===== src/rtl/bs_pkg.sv =====
// rtl/bs_pkg.sv - shared types and widths for the Black-Scholes core dispatcher
package bs_pkg;

  localparam int BS_PACK_W = 192;
  localparam int BS_RES_W  = 32;

  typedef enum logic [2:0] {
    IDLE,
    LOAD,
    START,
    RUN,
    HOLD
  } core_state_t;

  // Core index width: ceil(log2(n)), never narrower than one bit
  function automatic int bs_idx_w(input int n);
    return (n <= 1) ? 1 : $clog2(n);
  endfunction

endpackage


===== src/rtl/bs_dispatcher_if.sv =====
// rtl/bs_dispatcher_if.sv - packet, core-control and result signals of the dispatcher
interface bs_dispatcher_if import bs_pkg::*; #(
  parameter int BSMODS = 2,
  parameter int PACK_W = BS_PACK_W,
  parameter int RES_W  = BS_RES_W,
  parameter int CW     = bs_idx_w(BSMODS)
);

  logic                    in_valid;
  logic                    in_ready;
  logic [PACK_W-1:0]       in_data;

  logic [PACK_W-1:0]       full_pack_out;
  logic [BSMODS-1:0]       reg_en;
  logic [BSMODS-1:0]       bs_start;
  logic [BSMODS-1:0]       bs_ready;
  logic [BSMODS-1:0]       bs_done;
  logic [BSMODS-1:0]       bs_idle;
  logic [BSMODS*RES_W-1:0] ap_return;

  logic                    out_valid;
  logic                    out_ready;
  logic [RES_W-1:0]        out_data;
  logic [CW-1:0]           out_core;

  modport master (
    input  in_valid, in_data, bs_ready, bs_done, bs_idle, ap_return, out_ready,
    output in_ready, full_pack_out, reg_en, bs_start, out_valid, out_data, out_core
  );

  modport slave (
    output in_valid, in_data, bs_ready, bs_done, bs_idle, ap_return, out_ready,
    input  in_ready, full_pack_out, reg_en, bs_start, out_valid, out_data, out_core
  );

endinterface


===== src/rtl/bs_order_fifo.sv =====
// rtl/bs_order_fifo.sv - issue-order FIFO of core indices with simultaneous push/pop
module bs_order_fifo #(
  parameter int DEPTH = 2,
  parameter int W     = 1
) (
  input  logic         clock,
  input  logic         reset,
  input  logic         push,
  input  logic [W-1:0] push_data,
  input  logic         pop,
  output logic [W-1:0] head,
  output logic         full,
  output logic         empty
);

  localparam int PW    = (DEPTH <= 1) ? 1 : $clog2(DEPTH);
  localparam int CNT_W = $clog2(DEPTH + 1);

  logic [W-1:0]     mem [DEPTH];
  logic [PW-1:0]    wr_ptr;
  logic [PW-1:0]    rd_ptr;
  logic [CNT_W-1:0] count;
  logic             do_push;
  logic             do_pop;

  assign full    = (count == CNT_W'(DEPTH));
  assign empty   = (count == '0);
  assign do_push = push && !full;
  assign do_pop  = pop && !empty;
  assign head    = mem[rd_ptr];

  // Storage, wrapping pointers and occupancy count
  always_ff @(posedge clock or posedge reset) begin
    if (reset) begin
      for (int i = 0; i < DEPTH; i++) mem[i] <= '0;
      wr_ptr <= '0;
      rd_ptr <= '0;
      count  <= '0;
    end else begin
      if (do_push) begin
        mem[wr_ptr] <= push_data;
        wr_ptr      <= (wr_ptr == PW'(DEPTH - 1)) ? '0 : wr_ptr + 1'b1;
      end
      if (do_pop) begin
        rd_ptr <= (rd_ptr == PW'(DEPTH - 1)) ? '0 : rd_ptr + 1'b1;
      end
      case ({do_push, do_pop})
        2'b10:   count <= count + 1'b1;
        2'b01:   count <= count - 1'b1;
        default: count <= count;
      endcase
    end
  end

endmodule


===== src/rtl/bs_dispatcher.sv =====
// rtl/bs_dispatcher.sv - round-robin Black-Scholes core scheduler, in-order retirement; optional BS_DISPATCH_STATS_EN
module bs_dispatcher import bs_pkg::*; #(
  parameter int BSMODS = 2,
  parameter int PACK_W = BS_PACK_W,
  parameter int RES_W  = BS_RES_W,
  parameter int CW     = bs_idx_w(BSMODS)
) (
  input  logic             clock,
  input  logic             reset,
  bs_dispatcher_if.master  bus,
  output logic             busy
`ifdef BS_DISPATCH_STATS_EN
  ,
  output logic [31:0]      issued_cnt,
  output logic [31:0]      retired_cnt
`endif
);

  core_state_t       state_q [BSMODS];
  core_state_t       state_d [BSMODS];
  logic [RES_W-1:0]  slot_q  [BSMODS];
  logic [BSMODS-1:0] capture;
  logic [PACK_W-1:0] pack_q;
  logic [CW-1:0]     rr_ptr;
  logic [CW-1:0]     sel_idx;
  logic [CW-1:0]     head;
  logic              sel_found;
  logic              any_idle;
  logic              fifo_full;
  logic              fifo_empty;
  logic              accept;
  logic              retire;

  // Core occupancy summary
  always_comb begin
    any_idle = 1'b0;
    busy     = 1'b0;
    for (int k = 0; k < BSMODS; k++) begin
      if (state_q[k] == IDLE) any_idle = 1'b1;
      else                    busy     = 1'b1;
    end
  end

  // First idle core at or after rr_ptr, wrapping around
  always_comb begin
    sel_found = 1'b0;
    sel_idx   = '0;
    for (int i = 0; i < BSMODS; i++) begin
      if (!sel_found && state_q[(int'(rr_ptr) + i) % BSMODS] == IDLE) begin
        sel_found = 1'b1;
        sel_idx   = CW'((int'(rr_ptr) + i) % BSMODS);
      end
    end
  end

  // Readiness comes from registered state only; held low while reset is applied
  assign bus.in_ready  = !reset && any_idle && !fifo_full;
  assign accept        = bus.in_valid && bus.in_ready;
  assign bus.out_valid = !fifo_empty && (state_q[head] == HOLD);
  assign retire        = bus.out_valid && bus.out_ready;
  assign bus.out_data  = slot_q[head];
  assign bus.out_core  = head;
  assign bus.full_pack_out = pack_q;

  // Per-core next state, result capture and core strobes
  always_comb begin
    capture      = '0;
    bus.reg_en   = '0;
    bus.bs_start = '0;
    for (int k = 0; k < BSMODS; k++) begin
      state_d[k] = state_q[k];
      case (state_q[k])
        IDLE:  if (accept && sel_idx == CW'(k)) state_d[k] = LOAD;
        LOAD:  begin
          bus.reg_en[k] = 1'b1;
          state_d[k]    = START;
        end
        START: begin
          bus.bs_start[k] = 1'b1;
          if (bus.bs_ready[k]) begin
            if (bus.bs_done[k]) begin
              capture[k] = 1'b1;
              state_d[k] = HOLD;
            end else begin
              state_d[k] = RUN;
            end
          end
        end
        RUN:   if (bus.bs_done[k]) begin
          capture[k] = 1'b1;
          state_d[k] = HOLD;
        end
        HOLD:  if (retire && head == CW'(k)) state_d[k] = IDLE;
        default: state_d[k] = IDLE;
      endcase
    end
  end

  // Core state registers
  always_ff @(posedge clock or posedge reset) begin
    if (reset) begin
      for (int k = 0; k < BSMODS; k++) state_q[k] <= IDLE;
    end else begin
      for (int k = 0; k < BSMODS; k++) state_q[k] <= state_d[k];
    end
  end

  // Packet bus latch, round-robin pointer and result slots
  always_ff @(posedge clock or posedge reset) begin
    if (reset) begin
      pack_q <= '0;
      rr_ptr <= '0;
      for (int k = 0; k < BSMODS; k++) slot_q[k] <= '0;
    end else begin
      if (accept) begin
        pack_q <= bus.in_data;
        rr_ptr <= (sel_idx == CW'(BSMODS - 1)) ? '0 : sel_idx + 1'b1;
      end
      for (int k = 0; k < BSMODS; k++) begin
        if (capture[k]) slot_q[k] <= bus.ap_return[k*RES_W +: RES_W];
      end
    end
  end

  bs_order_fifo #(
    .DEPTH (BSMODS),
    .W     (CW)
  ) u_order (
    .clock     (clock),
    .reset     (reset),
    .push      (accept),
    .push_data (sel_idx),
    .pop       (retire),
    .head      (head),
    .full      (fifo_full),
    .empty     (fifo_empty)
  );

`ifdef BS_DISPATCH_STATS_EN
  // Free-running issue/retire counters, wrapping at 2^32
  always_ff @(posedge clock or posedge reset) begin
    if (reset) begin
      issued_cnt  <= '0;
      retired_cnt <= '0;
    end else begin
      if (accept) issued_cnt  <= issued_cnt + 32'd1;
      if (retire) retired_cnt <= retired_cnt + 32'd1;
    end
  end
`endif

endmodule


===== src/flat_wrapper.sv =====
// flat-port wrapper written by rule: the top's interface ports become plain ports
module bs_dispatcher_flat import bs_pkg::*;
#(
  parameter int BSMODS = 2,
  parameter int PACK_W = BS_PACK_W,
  parameter int RES_W  = BS_RES_W,
  parameter int CW     = bs_idx_w(BSMODS)
)
  (clock, reset, busy, bus_in_valid, bus_in_data, bus_bs_ready, bus_bs_done, bus_bs_idle, bus_ap_return, bus_out_ready, bus_in_ready, bus_full_pack_out, bus_reg_en, bus_bs_start, bus_out_valid, bus_out_data, bus_out_core);
  bs_dispatcher_if #(.BSMODS(BSMODS), .PACK_W(PACK_W), .RES_W(RES_W), .CW(CW)) bus_i ();
  input  logic clock;
  input  logic reset;
  output logic busy;
  input wire logic [$bits(bus_i.in_valid)-1:0] bus_in_valid;
  input wire logic [$bits(bus_i.in_data)-1:0] bus_in_data;
  input wire logic [$bits(bus_i.bs_ready)-1:0] bus_bs_ready;
  input wire logic [$bits(bus_i.bs_done)-1:0] bus_bs_done;
  input wire logic [$bits(bus_i.bs_idle)-1:0] bus_bs_idle;
  input wire logic [$bits(bus_i.ap_return)-1:0] bus_ap_return;
  input wire logic [$bits(bus_i.out_ready)-1:0] bus_out_ready;
  output wire logic [$bits(bus_i.in_ready)-1:0] bus_in_ready;
  output wire logic [$bits(bus_i.full_pack_out)-1:0] bus_full_pack_out;
  output wire logic [$bits(bus_i.reg_en)-1:0] bus_reg_en;
  output wire logic [$bits(bus_i.bs_start)-1:0] bus_bs_start;
  output wire logic [$bits(bus_i.out_valid)-1:0] bus_out_valid;
  output wire logic [$bits(bus_i.out_data)-1:0] bus_out_data;
  output wire logic [$bits(bus_i.out_core)-1:0] bus_out_core;
  assign bus_i.in_valid = bus_in_valid;
  assign bus_i.in_data = bus_in_data;
  assign bus_i.bs_ready = bus_bs_ready;
  assign bus_i.bs_done = bus_bs_done;
  assign bus_i.bs_idle = bus_bs_idle;
  assign bus_i.ap_return = bus_ap_return;
  assign bus_i.out_ready = bus_out_ready;
  assign bus_in_ready = bus_i.in_ready;
  assign bus_full_pack_out = bus_i.full_pack_out;
  assign bus_reg_en = bus_i.reg_en;
  assign bus_bs_start = bus_i.bs_start;
  assign bus_out_valid = bus_i.out_valid;
  assign bus_out_data = bus_i.out_data;
  assign bus_out_core = bus_i.out_core;
  bs_dispatcher #(.BSMODS(BSMODS), .PACK_W(PACK_W), .RES_W(RES_W), .CW(CW)) u_core (.clock(clock), .reset(reset), .bus(bus_i), .busy(busy));
endmodule

===== config.mk =====
export PLATFORM = sky130hd
export DESIGN_NAME = bs_dispatcher_flat
export DESIGN_NICKNAME = d
export VERILOG_FILES = /design/src/rtl/bs_pkg.sv /design/src/rtl/bs_dispatcher_if.sv /design/src/rtl/bs_order_fifo.sv /design/src/rtl/bs_dispatcher.sv /design/src/flat_wrapper.sv
export SDC_FILE = /design/constraint.sdc
export NUM_CORES = 1
export LEC_CHECK = 0
export ABC_CLOCK_PERIOD_IN_PS = 8500
export BUFFER_PORTS_ARGS = -buffer_cell sky130_fd_sc_hd__buf_2
export CAP_MARGIN = 10
export CELL_PAD_IN_SITES_DETAIL_PLACEMENT = 1
export CELL_PAD_IN_SITES_GLOBAL_PLACEMENT = 1
export CORE_AREA = 4 4 194 196
export DETAILED_ROUTE_END_ITERATION = 8
export DIE_AREA = 0 0 198 200
export GPL_TIMING_DRIVEN = 0
export PLACE_DENSITY = 0.69
export SYNTH_ARGS = -nofsm -noshare
export SYNTH_HDL_FRONTEND = slang
export SYNTH_HIERARCHICAL = 1
export SYNTH_SLANG_ARGS = --single-unit
export TNS_END_PERCENT = 100

===== constraint.sdc =====
create_clock -name clock -period 8.5 [get_ports clock]
set_input_delay 0.425 -clock clock [delete_from_list [all_inputs] [get_ports clock]]
set_output_delay 0.425 -clock clock [all_outputs]
set_load 0.05 [all_outputs]

==> out/metrics.csv, run 1 <==
stage,metric,value,unit
cells_and_area,post-layout util,42.97,%
critical_path,worst setup path class,reg -> out,
global_route,gr usage total,16.04,%
sta,endpoints failing hold,0,
critical_path,CP Launch Type,flip-flop,
clock_tree,CTS Buf Count,31,
cells_and_area,design area,15500,um^2
critical_path,critical-path cell list,mux2_2 -> clkbuf_1 -> buf_1 -> mux2_2 -> buf_2,
critical_path,Worst Path Required,8.08,ns
sta,# setup viols final,0,
clock_tree,Post-CTS Setup Bufs,0,
logic_synthesis,unique cell type count in the Yosys netlist,37,
logic_synthesis,Post-Syn Nets,924,
critical_path,CP max-delay cell,buf_1,
die,Initial Util,31.37,%
drt,Via Count,7495,
sta,Slew Limit Headroom,56.03,%
clock_tree,count of clock tree sinks,269,
worst_hold_path,worst hold path depth,2,
die,Die Wd,198,um
sta,period utilisation layout,38.32,%
critical_path,WP data arrival,2.83,ns
critical_path,Setup crit end kind,output port,
sta,post-layout min period,3.257,ns
logic_synthesis,Synth Register Bits,269,
cells_and_area,# fillers,3862,
drt,Wirelength per Cell,20.21,um
sta,clk_skew,0.02672,ns
drt,DRT iter0 DRCs,193,
sta,Slew Limit Fails,0,
placed_design,dpl hpwl,25920,um
logic_synthesis,Post-Synthesis Cell Area,11320,um^2
clock_tree,H-tree depth,1,
global_route,largest net degree at the start of global routing,122,
placed_design,dpl ws,5.618,ns
logic_synthesis,register area share after synthesis,59.47,%
clock_tree,Max Root-Sink Buffers,3,
die,DIE AREA,39600,um^2
cells_and_area,Layout Nets,1455,
worst_hold_path,worst min path class,in -> reg,
cells_and_area,Layout area overhead,36.97,%
sta,final hold slack,0.06856,ns
critical_path,"setup slack, reg-to-reg",5.62,ns
critical_path,Worst path max stage delay,0.55,ns
die,die height,200,um
cells_and_area,most frequent cells in the layout,"buf_2 (505), dfrtp_1 (269), mux2_4 (169)",
job,max cap viols,0,
logic_synthesis,"Avg Cell Area, Syn",17.23,um^2
global_route,first-pass GRT wire length,50110,um
die,placement row count,70,
clock_tree,CTS clock-pin slew for the worst setup and hold paths,0.06,ns
drt,Routed WL,34050,um
run_status,status,"complete, no violations",
drt,Residual DRC,0,
clock_tree,CTS tree,done,
sta,Worst-Margin Slew,0.6596,ns
sta,PnR worst setup slack,5.243,ns
logic_synthesis,number of synthesized flops with an enable pin,0,
placed_design,placed cell areas,14450,um^2
global_route,vias in the first global route,8472,
critical_path,Reg2Reg Depth,9,
global_route,initial antenna violation count,6,
placed_design,final RePlAce weighted congestion,0.7448,
critical_path,most frequent CP cell,mux2_2,
logic_synthesis,Yosys Warn Count,6,
global_route,global route total overflow,0,
clock_tree,clk root buf,clkbuf_16,
cells_and_area,layout cell share with drive strength beyond 1,70.32,%
drt,Antenna Nets Post-Route,0,
critical_path,Worst Path Max Fanout,10,
logic_synthesis,Post-synth ARST share,100.0,%
die,I/O pins,498,
drt,Via density,4.448,
logic_synthesis,top_reg_cell synth,dfrtp_1,
sta,RSZ-0062 raised after global routing,no,
drt,Pre-antenna DRT Iters,4,
sta,Max Clock Freq,307.0,MHz
placed_design,# port buffers,495,
die,core area,36080,um^2
logic_synthesis,post-synthesis cell count,657,
clock_tree,clock latency on the worst-skew pair,0.57,ns
cells_and_area,"most common cell after layout, fill and taps aside",buf_2,
## flip-flops by register name, summed over array words and instances (netlist names)
register	cells
u_core/u_order/rd_ptr	1
u_core/rr_ptr	1
u_core/u_order/mem	2
u_core/bus.full_pack_out	192
u_core/u_order/count	2
u_core/state_q	6
u_core/slot_q	64
u_core/u_order/wr_ptr	1
## worst paths after layout
check / startpoint / endpoint
max: u_core/u_order/rd_ptr / bus_out_data[21]
min: bus_in_data[52] / u_core/bus.full_pack_out[52]
max reg2reg: u_core/u_order/rd_ptr / u_core/u_order/count[1]
min reg2reg: u_core/slot_q[44] / u_core/slot_q[44]
max in group asynchronous: reset / u_core/bus.full_pack_out[49]
min in group asynchronous: reset / u_core/u_order/mem[0]
## stage by stage
| stage | std cells | setup TNS, ns |
|---|---|---|
| after floorplan | 657 | 0 |
| final | 1685 | 0 |
| after global routing | 1683 | 0 |
| after CTS | 1681 | 0 |
| after global placement | 1620 | -678.35 |
| after detailed placement | 1622 | 0 |
## critical path: cells and delay by family (launching register included)
kind / cells / cell delay, ns
buffers and inverters: 3 / 1.20
muxes: 2 / 0.65
DFF: 1 / 0.41
## cells by family (layout without fill, tap and decap cells)
family	Yosys count	in the layout	share of synthesized area, %
simple gates	37	37	1.979
fa+ha+maj	1	1	0.1105
compound gates	14	14	0.8068
xor+xnor	5	5	0.3869
buf+inv	40	596	2.697
mux	291	291	34.55
other cells	0	4	0
flops	269	269	59.47
## layer usage
layer / wire length, um / global-route usage, %
met1: 13000 / 18.73
met2: 17350 / 28.64
met3: 2999 / 5.237
met4: 653 / 4.081
met5: 57 / 0
## cells in the mapped netlist (2+ instances only)
library cell  count  area share (%)
a21oi_1           3            0.13
a31oi_1           2            0.11
buf_1             3           0.099
buf_2            10            0.44
buf_6            19             1.9
dfrtp_1         269              59
inv_1             7            0.23
mux2_1           26             2.6
mux2_2           96             9.6
mux2_4          169              22
nand2_1           3           0.099
nand2b_1          4            0.22
nand3b_1          3            0.20
nor2_1           12            0.40
nor2_2            2            0.11
nor2b_1           2            0.11
nor3_1            2           0.088
o211ai_1          2            0.13
o21ai_1           2           0.088
xnor2_1           3            0.23
xor2_1            2            0.15
## final cells by class
class                   count  area [um^2]  share of cell area [%]
clock buffers              47        945.9                   6.101
inverters                   7        33.78                  0.2179
clock inverters            11        93.84                  0.6052
plain buffers              33        279.0                   1.800
well taps                 468        585.6                   3.777
diodes                      4        10.01                 0.06456
multi-input cells         348         4283                   27.62
repair buffers            498         2542                   16.40
flip-flops and latches    269         6731                   43.42
## what timing repair did
item                      4_1_cts  5_1_grt
hold buffers                    1        0
resized for setup               0        0
hold endpoints to repair       65        0
Power of run 1 is left out: the tool's default activity adds up to more than one toggle a clock period on the data nets, which glitch-free logic cannot reach.
==> inputs of run 2 (changes only) <==
- ABC_CLOCK_PERIOD_IN_PS: 8500 -> 2700
- CORE_AREA: 4 4 194 196 -> 4 4 193 195
- DIE_AREA: 0 0 198 200 -> 0 0 197 199
- PLACE_DENSITY: 0.69 -> 0.72
- clock period: 8.5 -> 2.7 ns (I/O delays scaled with it)
==> run 2 against run 1 <==
Against the previous run: clock skew is 0.0044 ns lower; flip-flop and latch count stayed put; worst hold slack worse by 0.011 ns; largest cell class unchanged; sequential share of layout area is 6.6 points lower; critical path type is now reg -> reg; cell count is 15% higher; die area is 1.0% lower; register-to-register slack worse by 5.4 ns; final area is 18% higher; utilization is 8.7 points higher; non-clock buffer count is 267 higher.
==> out/metrics.csv, run 2 (synthesized netlist as in run 1, its figures left out) <==
stage,metric,value,unit,change
cells_and_area,most frequent cells in the layout,"buf_2 (508), dfrtp_1 (269), dlygate4sd3_1 (264)",,"was buf_2 (505), dfrtp_1 (269), mux2_4 (169)"
job,max cap viols,0,,unchanged
critical_path,Critical R2R Launch,u_core/u_order/count[0],,was u_core/u_order/rd_ptr
clock_tree,Max Root-Sink Buffers,3,,unchanged
critical_path,Worst Path Buf+Inv,4,,was 3
worst_hold_path,worst hold path depth,4,,was 2
power,Sequential Power Share,27.2,%,
critical_path,worst reg2reg path endpoint,u_core/u_order/count[1],,unchanged
die,die height,199,um,was 200 um
placed_design,final RePlAce weighted congestion,0.7704,,was 0.7448
drt,Via density,4.523,,was 4.448
critical_path,Setup crit end kind,flip-flop,,was output port
die,Die Wd,197,um,was 198 um
clock_tree,count of clock tree sinks,269,,unchanged
drt,Via Count,8798,,"was 7,495"
die,Initial Util,31.98,%,was 31.37%
power,Internal,14.07,mW,
sta,final hold slack,0.05799,ns,was 0.06856 ns
drt,Antenna Nets Post-Route,0,,unchanged
global_route,first-pass GRT wire length,65170,um,"was 50,110 um"
cells_and_area,Layout Nets,1722,,"was 1,455"
sta,Slew Limit Headroom,45.64,%,was 56.03%
clock_tree,CTS clock-pin slew for the worst setup and hold paths,0.06,ns,about the same
sta,clk_skew,0.02228,ns,was 0.02672 ns
power,part of the power in combinational logic,56.2,%,
cells_and_area,layout cell share with drive strength beyond 1,58.35,%,was 70.32%
drt,Wirelength per Cell,22.53,um,was 20.21 um
sta,# setup viols final,0,,unchanged
global_route,global route total overflow,0,,unchanged
sta,post-layout min period,2.512,ns,
sta,period utilisation layout,93.04,%,
critical_path,kind of cell adding the most delay to the critical path,simple AND/OR/NAND/NOR gates,,was buffers and inverters
clock_tree,Post-CTS Setup Bufs,0,,unchanged
power,Leak,9.278,nW,
placed_design,# port buffers,495,,unchanged
power,Max IR drop VDD,0.9113,mV,
clock_tree,clock latency on the worst-skew pair,0.56,ns,was 0.57 ns
global_route,largest net degree at the start of global routing,41,,was 122
sta,Slew Limit Fails,0,,unchanged
die,placement row count,69,,was 70
sta,endpoints failing hold,0,,unchanged
worst_hold_path,Hold Path Origin,bus_in_valid,,was bus_in_data[52]
critical_path,CP Launch Type,flip-flop,,unchanged
clock_tree,clk root buf,clkbuf_16,,unchanged
power,clock share of power,16.6,%,
drt,Residual DRC,0,,unchanged
critical_path,WP data arrival,2.94,ns,was 2.83 ns
drt,Routed WL,43810,um,"was 34,050 um"
die,DIE AREA,39200,um^2,"was 39,600 um^2"
sta,Worst-Margin Slew,0.8137,ns,was 0.6596 ns
placed_design,dpl ws,-0.2528,ns,was 5.618 ns
placed_design,dpl hpwl,26540,um,"was 25,920 um"
drt,Pre-antenna DRT Iters,4,,unchanged
power,P_sw,13.47,mW,
power,PD cells,1505,nW/um^2,
sta,PnR worst setup slack,0.1878,ns,was 5.243 ns
die,core area,35400,um^2,"was 36,080 um^2"
clock_tree,H-tree depth,1,,unchanged
clock_tree,CTS tree,done,,unchanged
cells_and_area,max reg flops,192,,unchanged
sta,Max Clock Freq,398.1,MHz,
worst_hold_path,worst min path class,in -> reg,,unchanged
global_route,gr usage total,21.34,%,was 16.04%
critical_path,Worst Path Max Fanout,10,,unchanged
cells_and_area,"most common cell after layout, fill and taps aside",buf_2,,unchanged
clock_tree,CTS Buf Count,31,,unchanged
global_route,initial antenna violation count,6,,unchanged
power,Pwr Total,27.54,mW,
critical_path,worst setup path class,reg -> reg,,was reg -> out
sta,RSZ-0062 raised after global routing,no,,unchanged
critical_path,critical-path cell list,nand2b_2 -> inv_1 -> nor3b_4 -> o21ai_2 -> buf_6 -> buf_6 -> inv_1 -> nand2_1 -> ha_1 -> xnor2_1 -> nor2_1 -> xor2_1,,was mux2_2 -> clkbuf_1 -> buf_1 -> mux2_2 -> buf_2
drt,DRT iter0 DRCs,169,,was 193
critical_path,Worst path max stage delay,0.42,ns,was 0.55 ns
power,Switching Share,48.90,%,
die,I/O pins,498,,unchanged
critical_path,CP max-delay cell,dfrtp_1,,was buf_1
worst_hold_path,Worst Hold Path EP,u_core/state_q[0],,was u_core/bus.full_pack_out[52]
critical_path,Worst Path Required,3.12,ns,was 8.08 ns
global_route,vias in the first global route,10475,,"was 8,472"
critical_path,Reg2Reg Depth,12,,was 9
cells_and_area,Layout area overhead,61.66,%,was 36.97%
critical_path,"setup slack, reg-to-reg",0.19,ns,was 5.62 ns
run_status,status,"complete, no violations",,unchanged
==> run 2: changes by cell type in the layout (fill, tap and decap cells not counted), sizes merged <==
cell / previous run / this run
buf: 529 / 534
bufinv: 1 / 5
clkbuf: 48 / 42
clkinv: 8 / 7
clkinvlp: 0 / 3
diode: 4 / 5
dlygate4sd3: 1 / 264
inv: 9 / 7
==> run 2: what timing repair did <==
action / 4_1_cts / 5_1_grt
gates resized for setup: 3 / 1
endpoints found under the hold margin: 298 / 0
setup endpoints to repair: 30 / 1
hold buffers: 264 / 0
==> run 2: tightest hold or removal path, cell delays in order <==
cell and delay (ns):
buf_2 0.10, nor3b_4 0.17, nand3b_1 0.09, a21oi_1 0.06
==> run 2: cell type report <==
class / count / area (um^2)
Sequential cell: 269 / 6731
Tap cell: 461 / 576.8
Clock inverter: 15 / 212.7
Antenna cell: 5 / 12.51
Clock buffer: 42 / 907.1
Buffer: 32 / 279.0
Inverter: 7 / 30.03
Fill cell: 3635 / 17100
Timing Repair Buffer: 766 / 5260
Multi-Input combinational cell: 348 / 4289
==> run 2: routing by layer <==
layer	up-vias	track usage, %	share of wire (%)
li1	3927	-	-
met1	4440	23.74	36
met2	347	40.18	54
met3	82	4.556	6.2
met4	2	7.576	3.3
met5	-	0	0.030
==> run 2: worst max-delay path by stage <==
| stage | depth (start not counted) | from | slack (ns) | end |
|---|---|---|---|---|
| after global routing | 12 | u_core/u_order/count[0] | 0.03 | u_core/u_order/count[1] |
| after detailed placement | 9 | u_core/u_order/rd_ptr | -0.25 | u_core/u_order/count[1] |
| final | 12 | u_core/u_order/count[0] | 0.19 | u_core/u_order/count[1] |
| after global placement | 2 | reset | -2.66 | u_core/bus.full_pack_out[161] |
| after floorplan | 1 | reset | -0.90 | u_core/bus.full_pack_out[0] |
| after CTS | 12 | u_core/u_order/count[0] | 0.09 | u_core/u_order/count[1] |
==> run 2: power groups by stage <==
stage          clock network (mW)  registers, mW  logic, mW
2_1_floorplan                   0           12.3       6.39
3_3_place_gp                    0           7.22       14.7
3_5_place_dp                    0           7.32       14.9
4_1_cts                      4.68           7.32       15.3
5_1_grt                      4.86           7.74       16.0
6_report                     4.57           7.50       15.5
==> run 2: metrics by stage <==
stage | instance area [um^2] | instances | util, % | TNS, ns
6_report | 18300 | 1945 | 51.70 | 0
2_1_floorplan | 11320 | 657 | - | -237.89
4_1_cts | 18280 | 1940 | 51.64 | 0
3_3_place_gp | 14380 | 1613 | 40.62 | -691.33
5_1_grt | 18300 | 1945 | 51.70 | 0
3_5_place_dp | 14520 | 1620 | 41.01 | -0.3822
(Power assumes the default switching activity.)
